==> src/rtl/proj1_ctrl_if.sv <==
// Control/status bundle between the sequencer and the accumulator datapath.
// master = control unit, slave = datapath (register bank, RAM, divider).
interface proj1_ctrl_if;
    logic [3:0] opcode;
    logic       zflag;
    logic       div_done;
    logic       pc_inc;
    logic       pc_load;
    logic       ir_load;
    logic       mar_load;
    logic       mar_src;
    logic       mdr_load;
    logic       mdr_src;
    logic       acc_load;
    logic [2:0] alu_op;
    logic       mem_we;
    logic       div_load;

    modport master (
        input  opcode, zflag, div_done,
        output pc_inc, pc_load, ir_load, mar_load, mar_src, mdr_load, mdr_src,
               acc_load, alu_op, mem_we, div_load
    );

    modport slave (
        output opcode, zflag, div_done,
        input  pc_inc, pc_load, ir_load, mar_load, mar_src, mdr_load, mdr_src,
               acc_load, alu_op, mem_we, div_load
    );
endinterface

==> src/rtl/proj1_ctrl.sv <==
// Moore sequencer for the accumulator machine: fetch/decode/execute, RAM store
// path and a timeout-guarded handshake with the iterative divider.
module proj1_ctrl #(
    parameter int DIV_TIMEOUT = 64,
    parameter int CNT_W       = 16
) (
    input  logic             clk,
    input  logic             rst,
    proj1_ctrl_if.master     dp,
    input  logic             run,
    output logic             halted,
    output logic             illegal,
    output logic             div_err,
    output logic [CNT_W-1:0] instr_count,
    output logic [3:0]       state_o
);

    typedef enum logic [3:0] {
        S_FETCH1    = 4'd0,
        S_FETCH2    = 4'd1,
        S_FETCH3    = 4'd2,
        S_DECODE    = 4'd3,
        S_MEMRD     = 4'd4,
        S_EXEC      = 4'd5,
        S_ST1       = 4'd6,
        S_ST2       = 4'd7,
        S_DIV_START = 4'd8,
        S_DIV_WAIT  = 4'd9,
        S_HALT      = 4'd10
    } state_t;

    localparam logic [3:0] OP_NOP   = 4'h0;
    localparam logic [3:0] OP_LOAD  = 4'h1;
    localparam logic [3:0] OP_STORE = 4'h2;
    localparam logic [3:0] OP_ADD   = 4'h3;
    localparam logic [3:0] OP_SUB   = 4'h4;
    localparam logic [3:0] OP_AND   = 4'h5;
    localparam logic [3:0] OP_OR    = 4'h6;
    localparam logic [3:0] OP_NOT   = 4'h7;
    localparam logic [3:0] OP_JMP   = 4'h8;
    localparam logic [3:0] OP_JZ    = 4'h9;
    localparam logic [3:0] OP_DIV   = 4'hA;
    localparam logic [3:0] OP_HALT  = 4'hF;

    localparam logic [2:0] ALU_PASS = 3'd0;
    localparam logic [2:0] ALU_ADD  = 3'd1;
    localparam logic [2:0] ALU_SUB  = 3'd2;
    localparam logic [2:0] ALU_AND  = 3'd3;
    localparam logic [2:0] ALU_OR   = 3'd4;
    localparam logic [2:0] ALU_NOT  = 3'd5;
    localparam logic [2:0] ALU_DIVQ = 3'd6;

    localparam logic [7:0] TMO_LAST = 8'(DIV_TIMEOUT - 1);

    state_t     state;
    logic [7:0] tcnt;
    logic       div_seen;

    // The divider clears Done on the edge it takes Load, so the first wait
    // cycle (tcnt == 0) may still show a stale Done and is ignored.
    assign div_seen = (tcnt != 8'd0) && dp.div_done;

    always_ff @(posedge clk or negedge rst) begin
        if (!rst) begin
            state       <= S_FETCH1;
            instr_count <= '0;
            illegal     <= 1'b0;
            div_err     <= 1'b0;
            tcnt        <= '0;
        end else begin
            case (state)
                S_FETCH1: state <= S_FETCH2;
                S_FETCH2: state <= S_FETCH3;
                S_FETCH3: begin
                    instr_count <= instr_count + 1'b1;
                    state       <= S_DECODE;
                end
                S_DECODE: begin
                    case (dp.opcode)
                        OP_NOP, OP_NOT, OP_JMP, OP_JZ:                 state <= S_FETCH1;
                        OP_LOAD, OP_ADD, OP_SUB, OP_AND, OP_OR, OP_DIV: state <= S_MEMRD;
                        OP_STORE:                                      state <= S_ST1;
                        OP_HALT:                                       state <= S_HALT;
                        default: begin
                            illegal <= 1'b1;
                            state   <= S_HALT;
                        end
                    endcase
                end
                S_MEMRD:     state <= (dp.opcode == OP_DIV) ? S_DIV_START : S_EXEC;
                S_EXEC:      state <= S_FETCH1;
                S_ST1:       state <= S_ST2;
                S_ST2:       state <= S_FETCH1;
                S_DIV_START: begin
                    tcnt  <= '0;
                    state <= S_DIV_WAIT;
                end
                S_DIV_WAIT: begin
                    if (div_seen) begin
                        state <= S_FETCH1;
                    end else if (tcnt == TMO_LAST) begin
                        div_err <= 1'b1;
                        state   <= S_HALT;
                    end else begin
                        tcnt <= tcnt + 8'd1;
                    end
                end
                S_HALT: begin
                    if (run) begin
                        illegal <= 1'b0;
                        div_err <= 1'b0;
                        state   <= S_FETCH1;
                    end
                end
                default: state <= S_FETCH1;
            endcase
        end
    end

    // Strobes follow the current state; held quiet while reset is asserted.
    always_comb begin
        dp.pc_inc   = 1'b0;
        dp.pc_load  = 1'b0;
        dp.ir_load  = 1'b0;
        dp.mar_load = 1'b0;
        dp.mar_src  = 1'b0;
        dp.mdr_load = 1'b0;
        dp.mdr_src  = 1'b0;
        dp.acc_load = 1'b0;
        dp.alu_op   = ALU_PASS;
        dp.mem_we   = 1'b0;
        dp.div_load = 1'b0;
        if (rst) begin
            case (state)
                S_FETCH1: dp.mar_load = 1'b1;
                S_FETCH2: dp.mdr_load = 1'b1;
                S_FETCH3: begin
                    dp.ir_load = 1'b1;
                    dp.pc_inc  = 1'b1;
                end
                S_DECODE: begin
                    case (dp.opcode)
                        OP_NOT: begin
                            dp.acc_load = 1'b1;
                            dp.alu_op   = ALU_NOT;
                        end
                        OP_JMP: dp.pc_load = 1'b1;
                        OP_JZ:  dp.pc_load = dp.zflag;
                        OP_LOAD, OP_ADD, OP_SUB, OP_AND, OP_OR, OP_DIV, OP_STORE: begin
                            dp.mar_load = 1'b1;
                            dp.mar_src  = 1'b1;
                        end
                        default: ;
                    endcase
                end
                S_MEMRD: dp.mdr_load = 1'b1;
                S_EXEC: begin
                    dp.acc_load = 1'b1;
                    case (dp.opcode)
                        OP_ADD:  dp.alu_op = ALU_ADD;
                        OP_SUB:  dp.alu_op = ALU_SUB;
                        OP_AND:  dp.alu_op = ALU_AND;
                        OP_OR:   dp.alu_op = ALU_OR;
                        default: dp.alu_op = ALU_PASS;
                    endcase
                end
                S_ST1: begin
                    dp.mdr_load = 1'b1;
                    dp.mdr_src  = 1'b1;
                end
                S_ST2:       dp.mem_we   = 1'b1;
                S_DIV_START: dp.div_load = 1'b1;
                S_DIV_WAIT: begin
                    if (div_seen) begin
                        dp.acc_load = 1'b1;
                        dp.alu_op   = ALU_DIVQ;
                    end
                end
                default: ;
            endcase
        end
    end

    assign halted  = (state == S_HALT);
    assign state_o = state;

endmodule

==> src/flat_wrapper.sv <==
// flat-port wrapper written by rule: the top's interface ports become plain ports
module proj1_ctrl_flat 
#(
    parameter int DIV_TIMEOUT = 64,
    parameter int CNT_W       = 16
)
  (clk, rst, run, halted, illegal, div_err, instr_count, state_o, dp_opcode, dp_zflag, dp_div_done, dp_pc_inc, dp_pc_load, dp_ir_load, dp_mar_load, dp_mar_src, dp_mdr_load, dp_mdr_src, dp_acc_load, dp_alu_op, dp_mem_we, dp_div_load);
  proj1_ctrl_if dp_i ();
  input  logic clk;
  input  logic rst;
  input  logic run;
  output logic halted;
  output logic illegal;
  output logic div_err;
  output logic [CNT_W-1:0] instr_count;
  output logic [3:0] state_o;
  input wire logic [$bits(dp_i.opcode)-1:0] dp_opcode;
  input wire logic [$bits(dp_i.zflag)-1:0] dp_zflag;
  input wire logic [$bits(dp_i.div_done)-1:0] dp_div_done;
  output wire logic [$bits(dp_i.pc_inc)-1:0] dp_pc_inc;
  output wire logic [$bits(dp_i.pc_load)-1:0] dp_pc_load;
  output wire logic [$bits(dp_i.ir_load)-1:0] dp_ir_load;
  output wire logic [$bits(dp_i.mar_load)-1:0] dp_mar_load;
  output wire logic [$bits(dp_i.mar_src)-1:0] dp_mar_src;
  output wire logic [$bits(dp_i.mdr_load)-1:0] dp_mdr_load;
  output wire logic [$bits(dp_i.mdr_src)-1:0] dp_mdr_src;
  output wire logic [$bits(dp_i.acc_load)-1:0] dp_acc_load;
  output wire logic [$bits(dp_i.alu_op)-1:0] dp_alu_op;
  output wire logic [$bits(dp_i.mem_we)-1:0] dp_mem_we;
  output wire logic [$bits(dp_i.div_load)-1:0] dp_div_load;
  assign dp_i.opcode = dp_opcode;
  assign dp_i.zflag = dp_zflag;
  assign dp_i.div_done = dp_div_done;
  assign dp_pc_inc = dp_i.pc_inc;
  assign dp_pc_load = dp_i.pc_load;
  assign dp_ir_load = dp_i.ir_load;
  assign dp_mar_load = dp_i.mar_load;
  assign dp_mar_src = dp_i.mar_src;
  assign dp_mdr_load = dp_i.mdr_load;
  assign dp_mdr_src = dp_i.mdr_src;
  assign dp_acc_load = dp_i.acc_load;
  assign dp_alu_op = dp_i.alu_op;
  assign dp_mem_we = dp_i.mem_we;
  assign dp_div_load = dp_i.div_load;
  proj1_ctrl #(.DIV_TIMEOUT(DIV_TIMEOUT), .CNT_W(CNT_W)) u_core (.clk(clk), .rst(rst), .dp(dp_i), .run(run), .halted(halted), .illegal(illegal), .div_err(div_err), .instr_count(instr_count), .state_o(state_o));
endmodule
==> config.mk <==
export PLATFORM = sky130hd
export DESIGN_NAME = proj1_ctrl_flat
export DESIGN_NICKNAME = d
export VERILOG_FILES = /design/src/rtl/proj1_ctrl_if.sv /design/src/rtl/proj1_ctrl.sv /design/src/flat_wrapper.sv
export SDC_FILE = /design/constraint.sdc
export NUM_CORES = 1
export LEC_CHECK = 0
export CORE_MARGIN = 2
export CORE_UTILIZATION = 54
export DETAILED_ROUTE_END_ITERATION = 6
export PLACE_DENSITY = 0.89
export SLEW_MARGIN = 20
export SYNTH_ARGS = -nofsm -noshare
export SYNTH_HDL_FRONTEND = slang
export SYNTH_SLANG_ARGS = --single-unit
==> constraint.sdc <==
create_clock -name clk -period 4.3 [get_ports clk]
set_clock_uncertainty 0.2 [all_clocks]
set_input_delay 0.645 -clock clk [delete_from_list [all_inputs] [get_ports clk]]
set_output_delay 0.645 -clock clk [all_outputs]
set_load 0.005 [all_outputs]
==> parameters.txt, run 1 <==
Parameter                              Value

Outcome
  Result of the run    finished clean

Route
  DRC violations left    0
  Number of iterations in the first detailed-routing pass    4
  Average via count per standard cell    6.12
  Total wire length after detailed routing    4760 µm
  Total via count in the routed design    approximately 1,900
  Initial detailed-routing violation count    between 100 and 150
  Detailed-route wire length per cell    roughly 15 µm
  Post-route ant nets    0

CTS
  CTS max path bufs    2
  Setup bufs post-CTS    0
  Total number of H-tree levels    2
  CTS Sinks    30
  CTS tree    done
  Post-CTS Resized    0
  Cts hold-fix bufs    0
  CTS clock-pin slew for the worst setup and hold paths    around 0.060 ns
  Number of buffers created by CTS    5
  Root buf cell    sky130_fd_sc_hd__clkbuf_8
  Clk Latency, worst-skew pair    0.28 ns

Worst setup path
  CP most frequent cell    sky130_fd_sc_hd__clkdlybuf4s50_1
  Endpoint kind of the worst setup timing path    output pin
  Critical path class    in2out
  Data arrival time of the worst path    2.68 ns
  Cell-by-cell trace of the critical path    clkdlybuf4s50_1 > nor2b_1 > or3b_2 > a21oi_1 > clkdlybuf4s50_1
  Crit path largest cell delay    roughly 0.65 ns
  Buffers plus inverters on the worst setup path    2
  Largest driver fanout on the critical path    10
  Crit path max-delay cell type    sky130_fd_sc_hd__clkdlybuf4s50_1
  Required time worst endpoint    between 3 and 4 ns
  Critical Path Start Type    input pin
  Top delay family on crit path    buffers and inverters

Place
  Number of I/O port buffers    44
  Dpl cells    roughly 300
  RD Place Congestion    around 0.9
  Final HPWL from detailed placement    around 3500 µm
  Pre-CTS setup slack    about 0.78 ns

Floorplan
  Die outline width    64.7 µm
  Number of top-level pins    45
  Total Die Area    around 4200 µm²
  Starting density of the core    55.2%
  Floorplan die height    roughly 65 µm
  Core box area    between 3000 and 4000 µm²
  Site row count    22

Final layout
  Share of final-layout standard cells stronger than drive strength 1    8.33%
  Number of nets in the final layout    275
  Non-filler cells, final    roughly 310
  End-of-flow core utilization    between 70% and 80%
  Area added between synthesis and finish    30.3%
  Inserted Diodes    0
  Layout fillers    about 280

Global route
  Vias in the first global route    1,742
  Maximum number of pins on one net before global-route repair    26
  Residual overflow from global routing    0
  First-pass GRT wire length    a little over 8000 µm
  All-Layer GR Usage    around a quarter
  Number of antenna violations at the first check in global routing    0

Yosys
  Top post-synthesis cells by area    sky130_fd_sc_hd__dfrtp_1, sky130_fd_sc_hd__xnor2_1, sky130_fd_sc_hd__nand2_1
  Number of synthesis warnings    0
  Number of distinct library cell variants in the gate-level netlist after synthesis    55
  Number of synthesized register bits    30
  Fraction of registers with async set or reset after synthesis    100%
  Synthesized area divided by synthesized cell count    roughly 9 µm²
  Fraction of the yosys area taken by sequential cells    between 30% and 40%
  Post-synth net total    roughly 230
  Cell type with the highest aggregate area in the netlist    sky130_fd_sc_hd__dfrtp_1
  Syn Inst Count    222
  Most used flip-flop cell after synthesis    sky130_fd_sc_hd__dfrtp_1
  Share of the synthesized area in the top cell type    37.7%
  Number of flops mapped to enable cells by yosys    0
  Post-synth design cell area    1990 µm²

Timing
  Tcrit/Tclk final    between 80% and 90%
  Number of max-slew violations in the final report    0
  Worst slew margin relative to its limit    between 50 and 60%
  Measured slew at the worst slew-check pin    around 0.63 ns
  Number of failing setup endpoints in the final timing report    0
  Slack of the critical path    roughly 0.77 ns
  Setup TNS    0 ns
  Time the worst path needs with I/O delays and setup    ~3.5 ns
  Top achievable clock speed    approximately 280 MHz
  Fin. Hold Viols    0
  Unrepaired setup endpoints after global routing    false

Power
  Pwr Density    between 500 and 600 nW/µm²
  Leakage power of the design    around 1 nW
  Worst IR Drop VDD    0.000337 V

Run
  Max-cap viol count    0

Hold path
  Class of the worst hold path    reg2reg
[logic make-up after synthesis]
logic type | after synthesis | synth area share, %
AND/OR/NAND/NOR | 109 | 32.6
AO/OA/AOI/OAI | 44 | 15.8
flip-flops | 30 | 37.7
buffers and inverters | 19 | 4.46
XOR/XNOR | 16 | 7.03
adder cells (fa/ha/maj) | 3 | 1.88
multiplexers | 1 | 0.565
[worst register-to-register path, cell delays in order, from the launching register on]
cell                      delay [ns]
sky130_fd_sc_hd__dfrtp_1        0.74
sky130_fd_sc_hd__or4b_1         0.70
sky130_fd_sc_hd__nor4_4         0.42
sky130_fd_sc_hd__nand3_1        0.14
sky130_fd_sc_hd__xnor2_1        0.14
[cells in the mapped netlist, types with 3 or more instances]
cell                        n
sky130_fd_sc_hd__a211oi_1   3
sky130_fd_sc_hd__a21oi_1   10
sky130_fd_sc_hd__a31oi_1    3
sky130_fd_sc_hd__and2_1     5
sky130_fd_sc_hd__and3_1     4
sky130_fd_sc_hd__clkbuf_1   9
sky130_fd_sc_hd__dfrtp_1   30
sky130_fd_sc_hd__ha_1       3
sky130_fd_sc_hd__inv_1      4
sky130_fd_sc_hd__nand2_1   20
sky130_fd_sc_hd__nand2b_1   4
sky130_fd_sc_hd__nand3_1   12
sky130_fd_sc_hd__nand4_1   12
sky130_fd_sc_hd__nor2_1    14
sky130_fd_sc_hd__nor2b_1    4
sky130_fd_sc_hd__nor3_1     8
sky130_fd_sc_hd__nor3b_1    5
sky130_fd_sc_hd__o21a_1     3
sky130_fd_sc_hd__o21ai_0    4
sky130_fd_sc_hd__o31ai_1    5
sky130_fd_sc_hd__or4_1      4
sky130_fd_sc_hd__xnor2_1   11
sky130_fd_sc_hd__xor2_1     5
[cells in the final DEF, fill, tap and decap left out, drive strengths merged, types with 2 or more instances in the layout]
cell | synthesis | routed
inv | 4 | 4
and2 | 5 | 5
nand4 | 12 | 12
o21a | 3 | 3
dfrtp | 30 | 30
xnor2 | 11 | 11
a221o | 2 | 2
clkbuf | 9 | 6
o21ai | 5 | 5
and3 | 4 | 4
nor3 | 8 | 8
nand3b | 2 | 2
ha | 3 | 3
nand2b | 4 | 4
a21oi | 10 | 10
or4 | 4 | 4
nor2 | 14 | 14
bufinv | 0 | 2
nand3 | 12 | 12
nor4b | 2 | 2
nor3b | 5 | 5
a211oi | 3 | 3
clkdlybuf4s50 | 0 | 44
buf | 5 | 4
o31ai | 5 | 5
or3b | 2 | 2
nor4 | 4 | 4
xor2 | 5 | 5
nor2b | 4 | 4
a31oi | 3 | 3
nand2 | 20 | 20
[where the power goes]
| part | total (W) | switching, W | internal [W] |
|---|---|---|---|
| sequential | 0.000515 | 0.000158 | 0.000357 |
| clock | 0.000352 | 0.000105 | 0.000247 |
| combinational | 0.000515 | 0.000231 | 0.000283 |
| total | 0.00138 | 0.000495 | 0.000887 |
[final cells by class]
class                           instances  area, µm²  share of cell area, %
Timing Repair Buffer                   48        470                   18.1
Inverter                                5       18.8                  0.723
Clock inverter                          2       60.1                   2.31
Tap cell                               48       60.1                   2.31
Multi-Input combinational cell        173       1150                   44.4
Clock buffer                            6       82.6                   3.18
Sequential cell                        30        751                   28.9
[registers in the layout, summed over array words and instances (netlist names)]
register	flops
u_core.instr_count	16
u_core.tcnt	8
u_core.div_err	1
u_core.state_o	4
u_core.illegal	1
[through the flow]
step           cell area (µm²)  total power, W  hold WS (ns)
2_1_floorplan             1990        0.000825         0.149
3_3_place_gp              2450         0.00101         0.261
3_5_place_dp              2450         0.00103         0.274
4_1_cts                   2590         0.00139         0.282
5_1_grt                   2590         0.00148         0.291
6_report                  2590         0.00138         0.271
[layer usage]
layer | wire length [µm] | part of all wire (%) | track usage (%) | vias up
met5 | 0 | 0 | 0 | -
met4 | 61 | 1.3 | 8.78 | 0
met3 | 252 | 5.3 | 6.25 | 8
met2 | 2370 | 50 | 40.5 | 79
met1 | 2080 | 44 | 32.1 | 911
li1 | - | - | - | 912
[path summary, 6_finish.rpt]
kind	cells after the start	from	to	slack (ns)
max	5	dp_opcode[2]	dp_alu_op[1]	0.77
min	1	u_core.instr_count[15]$_DFFE_PN0P_	u_core.instr_count[15]$_DFFE_PN0P_	0.27
max reg2reg	4	u_core.state_o[1]$_DFFE_PN0P_	u_core.instr_count[14]$_DFFE_PN0P_	1.84
min reg2reg	1	u_core.instr_count[15]$_DFFE_PN0P_	u_core.instr_count[15]$_DFFE_PN0P_	0.27
max in group asynchronous	2	rst	u_core.tcnt[5]$_DFFE_PN0P_	3.09
min in group asynchronous	2	rst	u_core.state_o[0]$_DFFE_PN0P_	0.50
No activity file was read; power rests on OpenSTA's default activity.
==> inputs of run 2 (changes only) <==
- CORE_UTILIZATION: 54 -> 50
- PLACE_DENSITY: 0.89 -> 0.84
- clock period: 4.3 -> 3.3 ns (I/O delays scaled with it)
==> run 2 against run 1 <==
Critical path depth unchanged. Count of clock-buffer cells in the layout up 1. Combinational power up 38%. Global-route usage down 1.1 points. Flip-flop and latch count unchanged. Worst setup slack worse by 0.62 ns. First-iteration DRC count up 2.7%. Die area up 7.5%. Highest routed layer unchanged.
==> parameters.txt, run 2 (synthesis results as in run 1) <==
Parameter                              Value

Final layout
  Number of flip-flops in the largest register    16 (unchanged)
  Area of all sequential standard cells    752 µm² (+0.17%)
  Number of nets in the final layout    280 (+1.8%)
  Most frequent cells in the layout    sky130_fd_sc_hd__clkdlybuf4s50_1, sky130_fd_sc_hd__dfrtp_1, sky130_fd_sc_hd__nand2_1
  Inserted Diodes    0 (unchanged)
  Layout fillers    329 (+20%)
  Top register by number of flip-flops    u_core.instr_count
  Post-Layout Inst Area    2590 µm² (-0.34%)
  Area added between synthesis and finish    29.8%
  Share of final-layout standard cells stronger than drive strength 1    10.4% (+2.1 points)
  Footprint of the multi-input gates    1150 µm² (unchanged)
  Most common cell after layout, fill and taps aside    sky130_fd_sc_hd__clkdlybuf4s50_1

Worst setup path
  Crit path largest cell delay    0.58 ns (-0.07 ns)
  Required time worst endpoint    2.60 ns (-0.85 ns)
  Startpoint of the worst setup timing path    u_core.state_o[3]$_DFFE_PN0P_
  Crit path max-delay cell type    sky130_fd_sc_hd__dfrtp_1
  Critical path class    reg2out
  Buffers plus inverters on the worst setup path    1 (-1)
  Depth of the most critical reg-to-reg path    4 (unchanged)
  Endpoint kind of the worst setup timing path    output pin
  Largest driver fanout on the critical path    18 (+8)
  Reg-to-Reg Start    u_core.state_o[3]$_DFFE_PN0P_
  Critical Path Start Type    flop
  Cell-by-cell trace of the critical path    nor2b_1 > nand3b_1 > or3b_2 > a21oi_1 > clkdlybuf4s50_1
  Reg-to-reg setup timing slack    0.88 ns (-0.96 ns)
  Top delay family on crit path    simple AND/OR/NAND/NOR gates
  Worst flop-to-flop path endpoint    u_core.instr_count[12]$_DFFE_PN0P_
  Worst Setup EP    dp_alu_op[1]
  Critical path depth in cells    5 (unchanged)
  Data arrival time of the worst path    2.45 ns (-0.23 ns)

Floorplan
  Site row count    22 (unchanged)
  Floorplan die height    67.1 µm (+3.7%)
  Starting density of the core    53.2% (-2.0 points)
  Core box area    3740 µm² (+3.8%)
  Number of top-level pins    45 (unchanged)
  Total Die Area    4500 µm² (+7.5%)
  Die outline width    67.1 µm (+3.7%)

Route
  Detailed-route wire length per cell    15.0 µm (-1.9%)
  Total via count in the routed design    1,871 (-2.0%)
  Total wire length after detailed routing    4750 µm (-0.31%)
  Average via count per standard cell    5.90 (-3.6%)
  Initial detailed-routing violation count    116 (+2.7%)
  Number of iterations in the first detailed-routing pass    4 (unchanged)
  DRC violations left    0 (unchanged)
  Post-route ant nets    0 (unchanged)

Place
  Post-place instance area    2490 µm² (+1.5%)
  Number of I/O port buffers    44 (unchanged)
  RD Place Congestion    0.907 (-0.93%)
  Final HPWL from detailed placement    3540 µm (+1.1%)

Global route
  Number of antenna violations at the first check in global routing    0 (unchanged)
  All-Layer GR Usage    23.7% (-1.1 points)
  Met3 layer usage reported by global route    5.07% (-1.2 points)
  Met2 usage in global routing    39.1% (-1.4 points)
  First-pass GRT wire length    8090 µm (-0.60%)
  Met1 demand-to-capacity share in global routing    29.8% (-2.3 points)
  Grt peak-use layer    met2
  Vias in the first global route    1,755 (+0.75%)
  Residual overflow from global routing    0 (unchanged)
  Maximum number of pins on one net before global-route repair    20 (-23%)

Power
  Leakage power of the design    0.999 nW (-0.11%)
  Pwr Density    642 nW/µm² (+20%)
  Worst IR Drop VDD    0.000370 V (+10%)

CTS
  Number of buffers created by CTS    5 (unchanged)
  Root buf cell    sky130_fd_sc_hd__clkbuf_8
  Total number of H-tree levels    2 (unchanged)
  CTS clock-pin slew for the worst setup and hold paths    0.07 ns (about the same)
  Cts hold-fix bufs    0 (unchanged)
  Clk Latency, worst-skew pair    0.29 ns (about the same)
  Post-CTS Resized    0 (unchanged)
  Setup bufs post-CTS    0 (unchanged)
  CTS max path bufs    2 (unchanged)
  CTS tree    done
  CTS Sinks    30 (unchanged)

Timing
  Measured slew at the worst slew-check pin    0.693 ns (+0.0648 ns)
  Unrepaired setup endpoints after global routing    false
  Top achievable clock speed    roughly 320 MHz
  Fin. Hold Viols    0 (unchanged)
  Tcrit/Tclk final    about 95%
  Time the worst path needs with I/O delays and setup    3.15 ns
  Number of failing setup endpoints in the final timing report    0 (unchanged)
  Number of max-slew violations in the final report    0 (unchanged)
  Setup TNS    0 ns (unchanged)
  Worst slew margin relative to its limit    53.7% (-4.3 points)

Outcome
  Result of the run    finished clean

Hold path
  Class of the worst hold path    reg2reg

Run
  Max-cap viol count    0 (unchanged)
-- run 2: cell count changes in the layout (fill, tap and decap cells not counted), sizes merged --
cell	delta
clkbuf	+1
buf	+5
clkinvlp	+1
bufinv	-2
-- run 2: final cells by class --
type	count	share of cell area [%]
tap	48	2.32
timing repair buffer	53	19.6
clock inverter	1	0.194
clock buffer	7	3.34
inverter	5	0.871
sequential	30	29.1
multi-input combinational	173	44.6
-- run 2: worst register-to-register path, delay by kind of cell (launching register included) --
family	cells	cell delay (ns)
AND/OR/NAND/NOR	3	1.36
flip-flops	1	0.58
XOR/XNOR	1	0.15
-- run 2: routing by layer --
metal	part of all wire, %	vias up
met5	0	-
met4	1.3	0
met3	5.8	9
met2	47	69
met1	45	867
li1	-	926
-- run 2: worst min path at each step --
stage,startpoint,depth (start not counted),to
floorplan,rst,0,u_core.div_err$_DFFE_PN0P_
global placement,u_core.instr_count[15]$_DFFE_PN0P_,1,u_core.instr_count[15]$_DFFE_PN0P_
detailed placement,u_core.instr_count[15]$_DFFE_PN0P_,1,u_core.instr_count[15]$_DFFE_PN0P_
CTS,u_core.instr_count[15]$_DFFE_PN0P_,1,u_core.instr_count[15]$_DFFE_PN0P_
global route,u_core.instr_count[15]$_DFFE_PN0P_,1,u_core.instr_count[15]$_DFFE_PN0P_
finish,u_core.instr_count[15]$_DFFE_PN0P_,1,u_core.instr_count[15]$_DFFE_PN0P_
-- run 2: per-stage QoR --
step / hold slack (ns) / power (W) / instances / utilization, % / worst slack, ns
2_1_floorplan: -0.000591 / 0.00107 / 222 / - / 1.06
3_3_place_gp: 0.262 / 0.00133 / 309 / 66.5 / 0.243
3_5_place_dp: 0.266 / 0.00135 / 309 / 66.5 / 0.174
4_1_cts: 0.274 / 0.00166 / 317 / 69.0 / 0.144
5_1_grt: 0.295 / 0.00179 / 317 / 69.1 / 0.0642
6_report: 0.265 / 0.00166 / 317 / 69.1 / 0.155
-- run 2: report_power, final --
group | internal [W] | leakage [nW] | switching [W]
clock | 0.000168 | 0.0482 | 0.000141
combinational | 0.000383 | 0.565 | 0.000327
sequential | 0.000467 | 0.385 | 0.000173
==> inputs of run 3 (changes only) <==
- CTS_CLUSTER_DIAMETER: unset -> 120
==> results of run 3 <==
The final DEF is identical to that of run 2; final timing and power are the same.
